### config.mk
export PLATFORM = sky130hd
export DESIGN_NAME = multiport_regfile
export DESIGN_NICKNAME = d
export VERILOG_FILES = /design/src/rtl/multiport_regfile_pkg.sv /design/src/rtl/regfile_clear_ctrl.sv /design/src/rtl/multiport_regfile.sv
export SDC_FILE = /design/constraint.sdc
export NUM_CORES = 1
export LEC_CHECK = 0
export ABC_AREA = 1
export CAP_MARGIN = 0
export CELL_PAD_IN_SITES_DETAIL_PLACEMENT = 1
export CELL_PAD_IN_SITES_GLOBAL_PLACEMENT = 1
export CORE_MARGIN = 2
export CORE_UTILIZATION = 30
export DETAILED_ROUTE_END_ITERATION = 10
export GPL_ROUTABILITY_DRIVEN = 0
export PLACE_DENSITY_LB_ADDON = 0.1
export SETUP_SLACK_MARGIN = 0.4
export SLEW_MARGIN = 0
export SYNTH_ARGS = -nofsm -noshare
export SYNTH_HDL_FRONTEND = slang
export SYNTH_HIERARCHICAL = 1
export SYNTH_SLANG_ARGS = --single-unit
### constraint.sdc
create_clock -name clk -period 5.4 [get_ports clk]
set_input_delay 0.54 -clock clk [delete_from_list [all_inputs] [get_ports clk]]
set_output_delay 0.54 -clock clk [all_outputs]
set_load 0.05 [all_outputs]
### src/rtl/multiport_regfile_pkg.sv
// Shared types and default sizes for the multiport register file and its clear controller.
package multiport_regfile_pkg;

  localparam int DEFAULT_DATA_W = 16;
  localparam int DEFAULT_ADDR_W = 3;

  typedef enum logic {
    CLR_IDLE  = 1'b0,
    CLR_CLEAR = 1'b1
  } clr_state_e;

endpackage

### src/rtl/regfile_clear_ctrl.sv
// Bulk-clear sequencer: walks an index from 0 to DEPTH-1, one entry per cycle,
// and returns to IDLE on the edge that zeroes the last entry.
module regfile_clear_ctrl
  import multiport_regfile_pkg::*;
#(
  parameter int ADDR_W = DEFAULT_ADDR_W
) (
  input  logic              clk,
  input  logic              reset,
  input  logic              clr_req,
  output logic              clr_busy,
  output logic [ADDR_W-1:0] clr_idx,
  output logic              clr_we,
  output clr_state_e        clr_state
);

  clr_state_e        state_q, state_d;
  logic [ADDR_W-1:0] idx_q, idx_d;

  // clr_req is only looked at in IDLE, so a request during a clear neither restarts nor extends it.
  always_comb begin
    state_d = state_q;
    idx_d   = idx_q;
    case (state_q)
      CLR_IDLE: begin
        if (clr_req) begin
          state_d = CLR_CLEAR;
          idx_d   = '0;
        end
      end
      CLR_CLEAR: begin
        idx_d = idx_q + ADDR_W'(1);
        if (idx_q == '1) state_d = CLR_IDLE;
      end
      default: state_d = CLR_IDLE;
    endcase
  end

  always_ff @(posedge clk or posedge reset) begin
    if (reset) begin
      state_q <= CLR_IDLE;
      idx_q   <= '0;
    end else begin
      state_q <= state_d;
      idx_q   <= idx_d;
    end
  end

  assign clr_busy  = (state_q == CLR_CLEAR);
  assign clr_we    = clr_busy;
  assign clr_idx   = idx_q;
  assign clr_state = state_q;

endmodule

### src/rtl/multiport_regfile.sv
// Register file with one write port, two registered read ports, optional
// write-to-read bypass, optional hardwired-zero entry 0, and a bulk clear.
module multiport_regfile
  import multiport_regfile_pkg::*;
#(
  parameter int DATA_W   = DEFAULT_DATA_W,
  parameter int ADDR_W   = DEFAULT_ADDR_W,
  parameter bit BYPASS   = 1'b1,
  parameter bit ZERO_REG = 1'b0
) (
  input  logic              clk,
  input  logic              reset,
  input  logic              we,
  input  logic [ADDR_W-1:0] waddr,
  input  logic [DATA_W-1:0] wdata,
  input  logic [ADDR_W-1:0] ra_addr,
  input  logic [ADDR_W-1:0] rb_addr,
  output logic [DATA_W-1:0] ra_data,
  output logic [DATA_W-1:0] rb_data,
  input  logic              clr_req,
  output logic              clr_busy,
  output logic              wr_err,
  output clr_state_e        clr_state
);

  localparam int DEPTH = 2 ** ADDR_W;

  logic [DATA_W-1:0] mem_q [DEPTH];
  logic [DATA_W-1:0] mem_d [DEPTH];
  logic [DATA_W-1:0] ra_data_q, ra_data_d;
  logic [DATA_W-1:0] rb_data_q, rb_data_d;
  logic              wr_err_q, wr_err_d;
  logic              busy;
  logic [ADDR_W-1:0] clr_idx;
  logic              clr_we;
  logic              zero_hit;
  logic              wr_ok;

  regfile_clear_ctrl #(.ADDR_W(ADDR_W)) u_clear_ctrl (
    .clk       (clk),
    .reset     (reset),
    .clr_req   (clr_req),
    .clr_busy  (busy),
    .clr_idx   (clr_idx),
    .clr_we    (clr_we),
    .clr_state (clr_state)
  );

  // Writes to a hardwired-zero entry vanish silently; any other write during a clear is dropped and flagged.
  always_comb begin
    zero_hit = ZERO_REG && (waddr == '0);
    wr_ok    = we && !busy && !zero_hit;
    wr_err_d = we && busy && !zero_hit;

    mem_d = mem_q;
    if (clr_we)     mem_d[clr_idx] = '0;
    else if (wr_ok) mem_d[waddr]   = wdata;

    ra_data_d = (BYPASS && wr_ok && (waddr == ra_addr)) ? wdata : mem_q[ra_addr];
    if (ZERO_REG && (ra_addr == '0)) ra_data_d = '0;
    rb_data_d = (BYPASS && wr_ok && (waddr == rb_addr)) ? wdata : mem_q[rb_addr];
    if (ZERO_REG && (rb_addr == '0)) rb_data_d = '0;
  end

  always_ff @(posedge clk or posedge reset) begin
    if (reset) begin
      for (int i = 0; i < DEPTH; i++) mem_q[i] <= '0;
      ra_data_q <= '0;
      rb_data_q <= '0;
      wr_err_q  <= 1'b0;
    end else begin
      mem_q     <= mem_d;
      ra_data_q <= ra_data_d;
      rb_data_q <= rb_data_d;
      wr_err_q  <= wr_err_d;
    end
  end

  assign ra_data  = ra_data_q;
  assign rb_data  = rb_data_q;
  assign wr_err   = wr_err_q;
  assign clr_busy = busy;

endmodule

==> out/results.txt, run 1 <==
Register area share after synthesis - 0.4553
R2R depth - 4
Mean post-synth cell area - 7.052 µm²
Max incr delay on CP - 1150 ps
Data required time of the worst path - 5760 ps
Period utilisation layout - 0.5295
Min Tclk post-route - 2859 ps
Remaining global-route overflow - 0
Most Crowded Layer GR - met2
Slowest cell on crit path - clkdlybuf4s50_1
Slew HR - 0.2217
Dominant cells by area after synthesis - dfrtp_1 46%, nand2_1 18%, nand3_1 13%, inv_1 6.7%, o21ai_0 6.0%
Worst setup EP type - flip-flop
Wire per inst - 21.56 µm
Reg-to-Reg End - mem_q[7]
Post-synth cell types - 23
Clk_skew - 11.79 ps
Share of the synthesized area in the top cell type - 0.4553
Crit path cell chain - clkdlybuf4s50_1 -> inv_1 -> nand2_1 -> nand2_1 -> nor2_1 -> nand2_2 -> inv_2 -> nand2_1 -> nand2_1
Die Wd - 177.9 µm
P&R area growth vs syn - 15.62%
Die H - 177.9 µm
# IOs - 64
Setup CP Type - in -> reg
Hold Crit Class - in -> async
Via density - 5.095
Nets - 1325
Hold_buf cts - 0
Pre-antenna DRT Iters - 5
Dpl cells - 1665
CTS H-tree depth - 4
CP startpoint - ra_addr[1]
Largest net degree at the start of global routing - 101
Max Freq - 349.7 MHz
#FFs+latches synth - 165
Vias - 8647
I/O Buffers - 63
Worst-Margin Slew - 1166 ps
Clock insertion delay at the later pin of the skew report - 440 ps
Sink Count - 165
Initial Util - 0.3052
YS warnings - 6
Placed inst area - 0.009891 mm²
Fin. max-slew vios - 0
Total track usage - 0.2425
Largest fanout on the critical path - 18
Crit path to - ra_data[4]
Most common cell on crit path - nand2_1
Outcome - completed
First-pass GRT wire length - 56680 µm
Reg-to-reg critical path startpoint - u_clear_ctrl/clr_busy
Iteration-0 DRC Markers - 651
Fin cells - 1697
Fraction of layout cells with a size suffix above 1 - 0.05819
Antenna violation net count after detailed routing - 0
Detailed Route WL - 36590 µm
Total CTS buffers - 17
FF-to-FF setup slack - 2790 ps
Top post-synthesis cells by count - 442 x nand2_1, 239 x nand3_1, 165 x dfrtp_1
Die Area - 0.03164 mm²
Post-CTS Setup Inserts - 0
Bufs on Longest Clock Path - 2
Unrepaired setup endpoints after global routing - false
Async set or reset register ratio after synthesis - 1.000
VDD IR max - 0.0002546 V
Mapped cell area - 0.009069 mm²
TNS Setup - 0 ps
GR Layer Usage met2 - 0.4039
Arrival @ worst endpoint - 3220 ps
Final Hold Fails - 0
Core area - 0.02972 mm²
GR Util met3 - 0.03106
Final HPWL DP - 21860 µm
CTS tree - built
Top-count cell post-synth - nand2_1
Maxcap violations - 0
Root buf cell - clkbuf_16
Area of the multi-input gates - 0.003864 mm²
CTS resizes - 0
Leakage dissipation - 5.211 nW
Final setup fails - 0
# fillers - 3701
DRC errors left - 0
Number of enable flip-flop cells after synthesis - 0
Mapped Cells - 1286
Initial antenna violation count - 0
Top_reg_cell synth - dfrtp_1
Worst Setup Start Kind - input port
Pwr per Cell Area - 350.5 mW/mm²
Post-route cell area - 0.01049 mm²
Syn nets - 1317
Met1 usage - 0.3383
Vias in the first global route - 9019
Cell row count - 63
Synth area leader - dfrtp_1
Register area - 0.004129 mm²
Clk slew on worst S/H paths - 70 ps
-- report_power, final --
group	switching, mW	internal (mW)	leakage [nW]
combinational	0.753	0.246	2.69
clock	0.527	0.748	0.282
sequential	0.0635	1.34	2.24
total	1.34	2.33	5.21
-- final cells by class --
type	count	area share
flip-flops and latches	165	0.3938
repair buffers	82	0.07399
clock inverters	9	0.01217
diodes	1	0.0002387
clock buffers	22	0.04427
inverters	167	0.06050
multi-input cells	861	0.3685
well taps	390	0.04654
-- how the worst min path moves through the flow --
stage | end | depth (start not counted) | slack, ps
6_report | u_clear_ctrl/clr_busy | 2 | 410
3_5_place_dp | mem_q[79] | 2 | 500
2_1_floorplan | u_clear_ctrl/clr_busy | 1 | 310
5_1_grt | u_clear_ctrl/clr_busy | 2 | 430
3_3_place_gp | mem_q[67] | 2 | 490
4_1_cts | u_clear_ctrl/clr_busy | 2 | 410
-- layer usage --
| metal | vias up | wire, µm |
|---|---|---|
| met1 | 4373 | 17650 |
| met4 | 0 | 406 |
| li1 | 4073 | - |
| met3 | 29 | 1236 |
| met5 | - | 0 |
| met2 | 172 | 17300 |
-- cell usage in the layout (no fill, tap or decap) --
| cell | netlist | final |
|---|---|---|
| buf_12 | 0 | 1 |
| buf_2 | 30 | 2 |
| buf_4 | 4 | 18 |
| bufinv_16 | 0 | 3 |
| clkbuf_1 | 30 | 3 |
| clkbuf_16 | 0 | 17 |
| clkbuf_8 | 0 | 2 |
| clkdlybuf4s50_1 | 0 | 61 |
| clkinv_2 | 0 | 3 |
| clkinvlp_4 | 0 | 3 |
| dfrtp_1 | 165 | 165 |
| diode_2 | 0 | 1 |
| ha_1 | 2 | 2 |
| inv_1 | 161 | 158 |
| inv_2 | 5 | 7 |
| inv_4 | 1 | 1 |
| inv_6 | 0 | 1 |
| nand2_1 | 442 | 442 |
| nand2_2 | 3 | 3 |
| nand3_1 | 239 | 239 |
| nand3_2 | 2 | 2 |
| nand3_4 | 1 | 1 |
| nand4_1 | 17 | 17 |
| nor2_1 | 15 | 15 |
| nor2_2 | 5 | 5 |
| nor2_8 | 1 | 1 |
| o21ai_0 | 108 | 108 |
| o21ai_1 | 4 | 4 |
| o21ai_2 | 6 | 6 |
| o22ai_1 | 16 | 16 |
-- logic make-up after synthesis --
group / Yosys count / synth area share
adder cells (fa/ha/maj): 2 / 0.002759
AO/OA/AOI/OAI: 134 / 0.07864
buffers and inverters: 260 / 0.1187
AND/OR/NAND/NOR: 725 / 0.3446
flip-flops: 165 / 0.4553
-- critical path, delay by kind of cell --
family	cells	cell delay (ps)
and+or+nand+nor	6	830
buffers and inverters	3	1820
-- sequential cells by signal, summed over array words and instances (netlist names) --
| register | cells |
|---|---|
| mem_q | 128 |
| u_clear_ctrl/clr_busy | 1 |
| wr_err | 1 |
| ra_data | 16 |
| rb_data | 16 |
| u_clear_ctrl/clr_idx | 3 |
-- stage by stage --
stage	hold slack (ps)	power [mW]	util	setup slack [ps]
floorplan	306.1	2.048	-	511.7
detailed placement	503.5	2.431	0.3328	2236
CTS	409.1	3.711	0.3527	2685
finish	406.7	3.675	0.3528	2541
global route	431.4	3.857	0.3527	2461
global placement	492.9	2.424	0.3328	2253
Power figures use the tool's default switching activity.
==> inputs of run 2 (changes only) <==
==> constraint.sdc (replaced) <==
create_clock -name clk -period 2.8 [get_ports clk]
set_input_delay 0.28 -clock clk [delete_from_list [all_inputs] [get_ports clk]]
set_output_delay 0.28 -clock clk [all_outputs]
set_load 0.05 [all_outputs]
==> run 2 against run 1 <==
Against the previous run: power increased by 93%; core utilization increased by 0.67 points; register-to-register slack got worse by 2100 ps; clock-buffer cell count decreased by 4; sequential share of layout area decreased by 0.73 points; sequential power increased by 94%; setup slack got worse by 2000 ps; combinational power increased by 100%; clock skew increased by 2.2 ps; sequential cell count unchanged; first-iteration DRC count decreased by 9.2%.
==> out/results.txt, run 2 (synthesized netlist as in run 1, its figures left out) <==
Met1 usage - 0.3356
Die Area - 0.03164 mm²
CTS H-tree depth - 4
Setup CP Type - reg -> out
Clk_skew - 14.04 ps
TNS Setup - 0 ps
Largest fanout on the critical path - 11
Hold slack - 129.1 ps
Pre-antenna DRT Iters - 5
Slowest cell on crit path - clkdlybuf4s50_1
Outcome - completed
Detailed Route WL - 36870 µm
Placed inst area - 0.01011 mm²
Bufs on Longest Clock Path - 2
GR Util met3 - 0.03685
Hold_buf cts - 0
Largest net degree at the start of global routing - 65
Sink Count - 165
Wire per inst - 21.43 µm
Vias - 8752
Min Tclk post-route - 2306 ps
Remaining global-route overflow - 0
Crit path cell chain - clkdlybuf4s50_1
Worst-Margin Slew - 890.0 ps
Leakage dissipation - 5.341 nW
Fin cells - 1721
GR Layer Usage met2 - 0.4023
Initial antenna violation count - 0
Core area - 0.02972 mm²
Max Freq - 433.7 MHz
Slew HR - 0.4067
Total CTS buffers - 17
Unrepaired setup endpoints after global routing - false
P&R area growth vs syn - 17.80%
Die Wd - 177.9 µm
Initial Util - 0.3052
Die H - 177.9 µm
Fraction of layout cells with a size suffix above 1 - 0.07814
Cell row count - 63
Fin. max-slew vios - 0
Dpl cells - 1689
Pwr per Cell Area - 665.4 mW/mm²
Min setup slack post-route - 494.1 ps
Via density - 5.085
DRC errors left - 0
Post-route cell area - 0.01068 mm²
Clock insertion delay at the later pin of the skew report - 450 ps
Iteration-0 DRC Markers - 591
Clk slew on worst S/H paths - 80 ps
CTS tree - built
Family with the most delay on the worst path - buffers and inverters
Post-CTS Setup Inserts - 0
I/O Buffers - 63
Most flops, register - mem_q
Final setup fails - 0
Worst Setup Start Kind - flip-flop
Total track usage - 0.2451
VDD IR max - 0.0004296 V
# fillers - 3686
Most Crowded Layer GR - met2
# IOs - 64
First-pass GRT wire length - 57090 µm
Max FFs per register - 128
Root buf cell - clkbuf_16
Vias in the first global route - 9096
Most frequent cells in the layout - 442 x nand2_1, 239 x nand3_1, 165 x dfrtp_1
Antenna violation net count after detailed routing - 0
CTS resizes - 0
Data required time of the worst path - 2520 ps
Arrival @ worst endpoint - 2030 ps
Dpl ws - 523.1 ps
Commonest non-fill, non-tap cell in the layout - nand2_1
Max incr delay on CP - 900 ps
N_diodes - 0
Final HPWL DP - 23960 µm
Period utilisation layout - 0.8235
Nets - 1349
Hold Crit Class - in -> async
CP bufs+invs - 1
Final Hold Fails - 0
Worst setup EP type - output pin
Maxcap violations - 0
run 2: final timing paths:
| path | cells after the start | endpoint | from | slack [ps] |
|---|---|---|---|---|
| setup reg to reg | 4 | mem_q[30] | u_clear_ctrl/clr_busy | 710 |
| hold reg to reg | 2 | mem_q[75] | mem_q[75] | 510 |
| max in group asynchronous | 3 | rb_data[6] | reset | 1900 |
| min in group clk | 3 | wr_err | we | 390 |
| setup / recovery | 1 | clr_busy | u_clear_ctrl/clr_busy | 490 |
| hold / removal | 2 | u_clear_ctrl/clr_idx[2] | reset | 130 |
run 2: metal layers:
| metal | vias to the layer above | wire [µm] |
|---|---|---|
| met3 | 48 | 1328 |
| met4 | 0 | 803 |
| met1 | 4399 | 17220 |
| met5 | - | 0 |
| met2 | 190 | 17520 |
| li1 | 4115 | - |
run 2: worst reg2reg max path, delay by kind of cell, from the launching register on:
family | cells | cell delay (ps)
AO/OA/AOI/OAI | 2 | 730
flip-flops | 1 | 570
buffers and inverters | 1 | 460
AND/OR/NAND/NOR | 1 | 190
run 2: layout make-up:
type	count	area [µm²]	share of cell area
flip-flops and latches	165	4129	0.3865
multi-input cells	861	3864	0.3617
repair buffers	106	993.5	0.09300
inverters	167	633.1	0.05926
well taps	390	488.0	0.04568
clock buffers	18	439.2	0.04111
clock inverters	14	136.4	0.01277
run 2: stage by stage:
stage / power (mW) / utilization
finish: 7.109 / 0.3595
global route: 7.470 / 0.3595
CTS: 7.192 / 0.3595
detailed placement: 4.774 / 0.3401
global placement: 4.755 / 0.3401
floorplan: 3.950 / -
run 2: report_power, final:
group / internal [mW] / leakage, nW / total [mW] / switching, mW
sequential: 2.58 / 2.24 / 2.71 / 0.131
clock: 1.33 / 0.285 / 2.39 / 1.06
combinational: 0.543 / 2.82 / 2.01 / 1.46
==> inputs of run 3 (changes only) <==
==> constraint.sdc (replaced) <==
create_clock -name clk -period 2.1 [get_ports clk]
set_input_delay 0.21 -clock clk [delete_from_list [all_inputs] [get_ports clk]]
set_output_delay 0.21 -clock clk [all_outputs]
set_load 0.05 [all_outputs]
==> run 3 against run 2 <==
Against the previous run: via count grew 0.73%; die area unchanged; sequential power grew 33%; hold slack got worse by 68 ps; clock-buffer cell count up 6; final area is 2.3% higher; routed wire length rose by 1.5%; combinational power up 42%; sequential cell count unchanged; clock skew down 2.6 ps; core utilization grew 0.83 points; power up 38%; critical endpoint is now rb_data[15].
==> out/results.txt, run 3 (synthesized netlist as in run 1, its figures left out) <==
Outcome - completed
Unrepaired setup endpoints after global routing - false
Detailed Route WL - 37440 µm
Iteration-0 DRC Markers - 618
Hold Crit Class - in -> async
Initial Util - 0.3052
Vias - 8816
Fraction of layout cells with a size suffix above 1 - 0.08854
Final setup fails - 0
Max incr delay on CP - 550 ps
Crit path cell chain - dlygate4sd2_1
VDD IR max - 0.0005486 V
Antenna violation net count after detailed routing - 0
Most frequent cells in the layout - 442 x nand2_1, 238 x nand3_1, 164 x dfrtp_1
Placed inst area - 0.01031 mm²
CTS tree - built
I/O Buffers - 63
Sw frac - 0.3644
Die H - 177.9 µm
Largest net degree at the start of global routing - 69
Internal - 6.215 mW
Max FFs per register - 128
Hold slack - 60.94 ps
Sequential power share - 0.369
Area of the multi-input gates - 0.003876 mm²
Clk slew on worst S/H paths - 70 ps
Max Freq - 621.0 MHz
Core area - 0.02972 mm²
Commonest non-fill, non-tap cell in the layout - nand2_1
Worst-Margin Slew - 595.1 ps
Die Wd - 177.9 µm
Most flops, register - mem_q
Arrival @ worst endpoint - 1400 ps
Slew HR - 0.6020
Sw Pwr - 3.563 mW
P&R area growth vs syn - 20.50%
Data required time of the worst path - 1890 ps
Remaining global-route overflow - 0
Total track usage - 0.2492
DRC errors left - 0
Total CTS buffers - 17
Wire per inst - 21.59 µm
Dpl ws - 52.98 ps
Post-route cell area - 0.01093 mm²
N_diodes - 0
Initial antenna violation count - 0
Min Tclk post-route - 1610 ps
Register area - 0.004133 mm²
Hold_buf cts - 0
Fin. max-slew vios - 0
Final Hold Fails - 0
Worst Setup Start Kind - flip-flop
TNS Setup - 0 ps
Largest fanout on the critical path - 1
Cell row count - 63
Tot Pwr - 9.778 mW
Setup CP Type - reg -> out
Clock insertion delay at the later pin of the skew report - 450 ps
Die Area - 0.03164 mm²
Period utilisation layout - 0.7668
Vias in the first global route - 9252
Maxcap violations - 0
CP bufs+invs - 1
First-pass GRT wire length - 57970 µm
Final HPWL DP - 23410 µm
Logic pwr share - 0.293
Pwr per Cell Area - 894.8 mW/mm²
Bufs on Longest Clock Path - 2
Clk_skew - 11.48 ps
CTS H-tree depth - 4
Pre-antenna DRT Iters - 5
Family with the most delay on the worst path - buffers and inverters
Min setup slack post-route - 489.7 ps
Nets - 1362
Slowest cell on crit path - dlygate4sd2_1
# fillers - 3663
Via density - 5.084
Worst setup EP type - output pin
Root buf cell - clkbuf_16
# IOs - 64
Clock Power Share - 0.338
Leakage dissipation - 5.524 nW
Sink Count - 165
==> run 3: changes by cell type in the layout (fill, tap and decap cells not counted), moves of 2 or more <==
cell / delta
buf_12: +12
clkbuf_1: +5
clkbuf_2: +2
clkdlybuf4s50_1: -35
clkinv_2: -5
clkinv_4: -2
dlygate4sd2_1: +33
inv_2: -2
inv_4: +2
nor2_1: -3
nor2_2: +3
==> run 3: routing by layer <==
metal  track usage  up-vias  routed length [µm]
li1              -     4143                   -
met1        0.3519     4466               18330
met2        0.4018      165               17360
met3       0.02978       42                1037
met4       0.06762        0                 708
met5             0        -                   0
==> run 3: per-stage QoR <==
step | utilization | cells
floorplan | - | 1286
global placement | 0.3468 | 1695
detailed placement | 0.3468 | 1695
CTS | 0.3663 | 1730
global route | 0.3677 | 1734
finish | 0.3677 | 1734
==> run 3: layout make-up <==
cell class | instances | area share
multi-input cells | 861 | 0.3547
clock inverters | 8 | 0.01134
flip-flops and latches | 165 | 0.3782
well taps | 390 | 0.04465
inverters | 167 | 0.05839
clock buffers | 24 | 0.04316
repair buffers | 119 | 0.1096
==> run 3: power by group through the flow <==
stage | registers [mW] | logic, mW | clock network [mW]
after global routing | 3.64 | 3.12 | 3.51
after global placement | 3.68 | 2.84 | 0
after detailed placement | 3.69 | 2.86 | 0
final | 3.61 | 2.86 | 3.30
after CTS | 3.63 | 2.82 | 3.39
after floorplan | 3.96 | 1.32 | 0
==> run 3: what timing repair did <==
| item | in CTS | in global routing |
|---|---|---|
| endpoints found under the setup margin | 128 | 107 |
| pin swaps | 1 | 0 |
| resized for setup | 38 | 9 |
| buffers inserted | 3 | 4 |
==> run 3: final timing paths <==
check | slack, ps | from | cells after the start | to
worst min-delay path | 60 | reset | 2 | u_clear_ctrl/clr_idx[1]
worst max-delay path | 490 | rb_data[15] | 1 | rb_data[15]
max in group asynchronous | 1330 | reset | 3 | mem_q[119]
worst max register to register | 530 | u_clear_ctrl/clr_busy | 7 | rb_data[14]
min in group clk | 340 | we | 3 | wr_err
worst min register to register | 510 | mem_q[79] | 2 | mem_q[79]
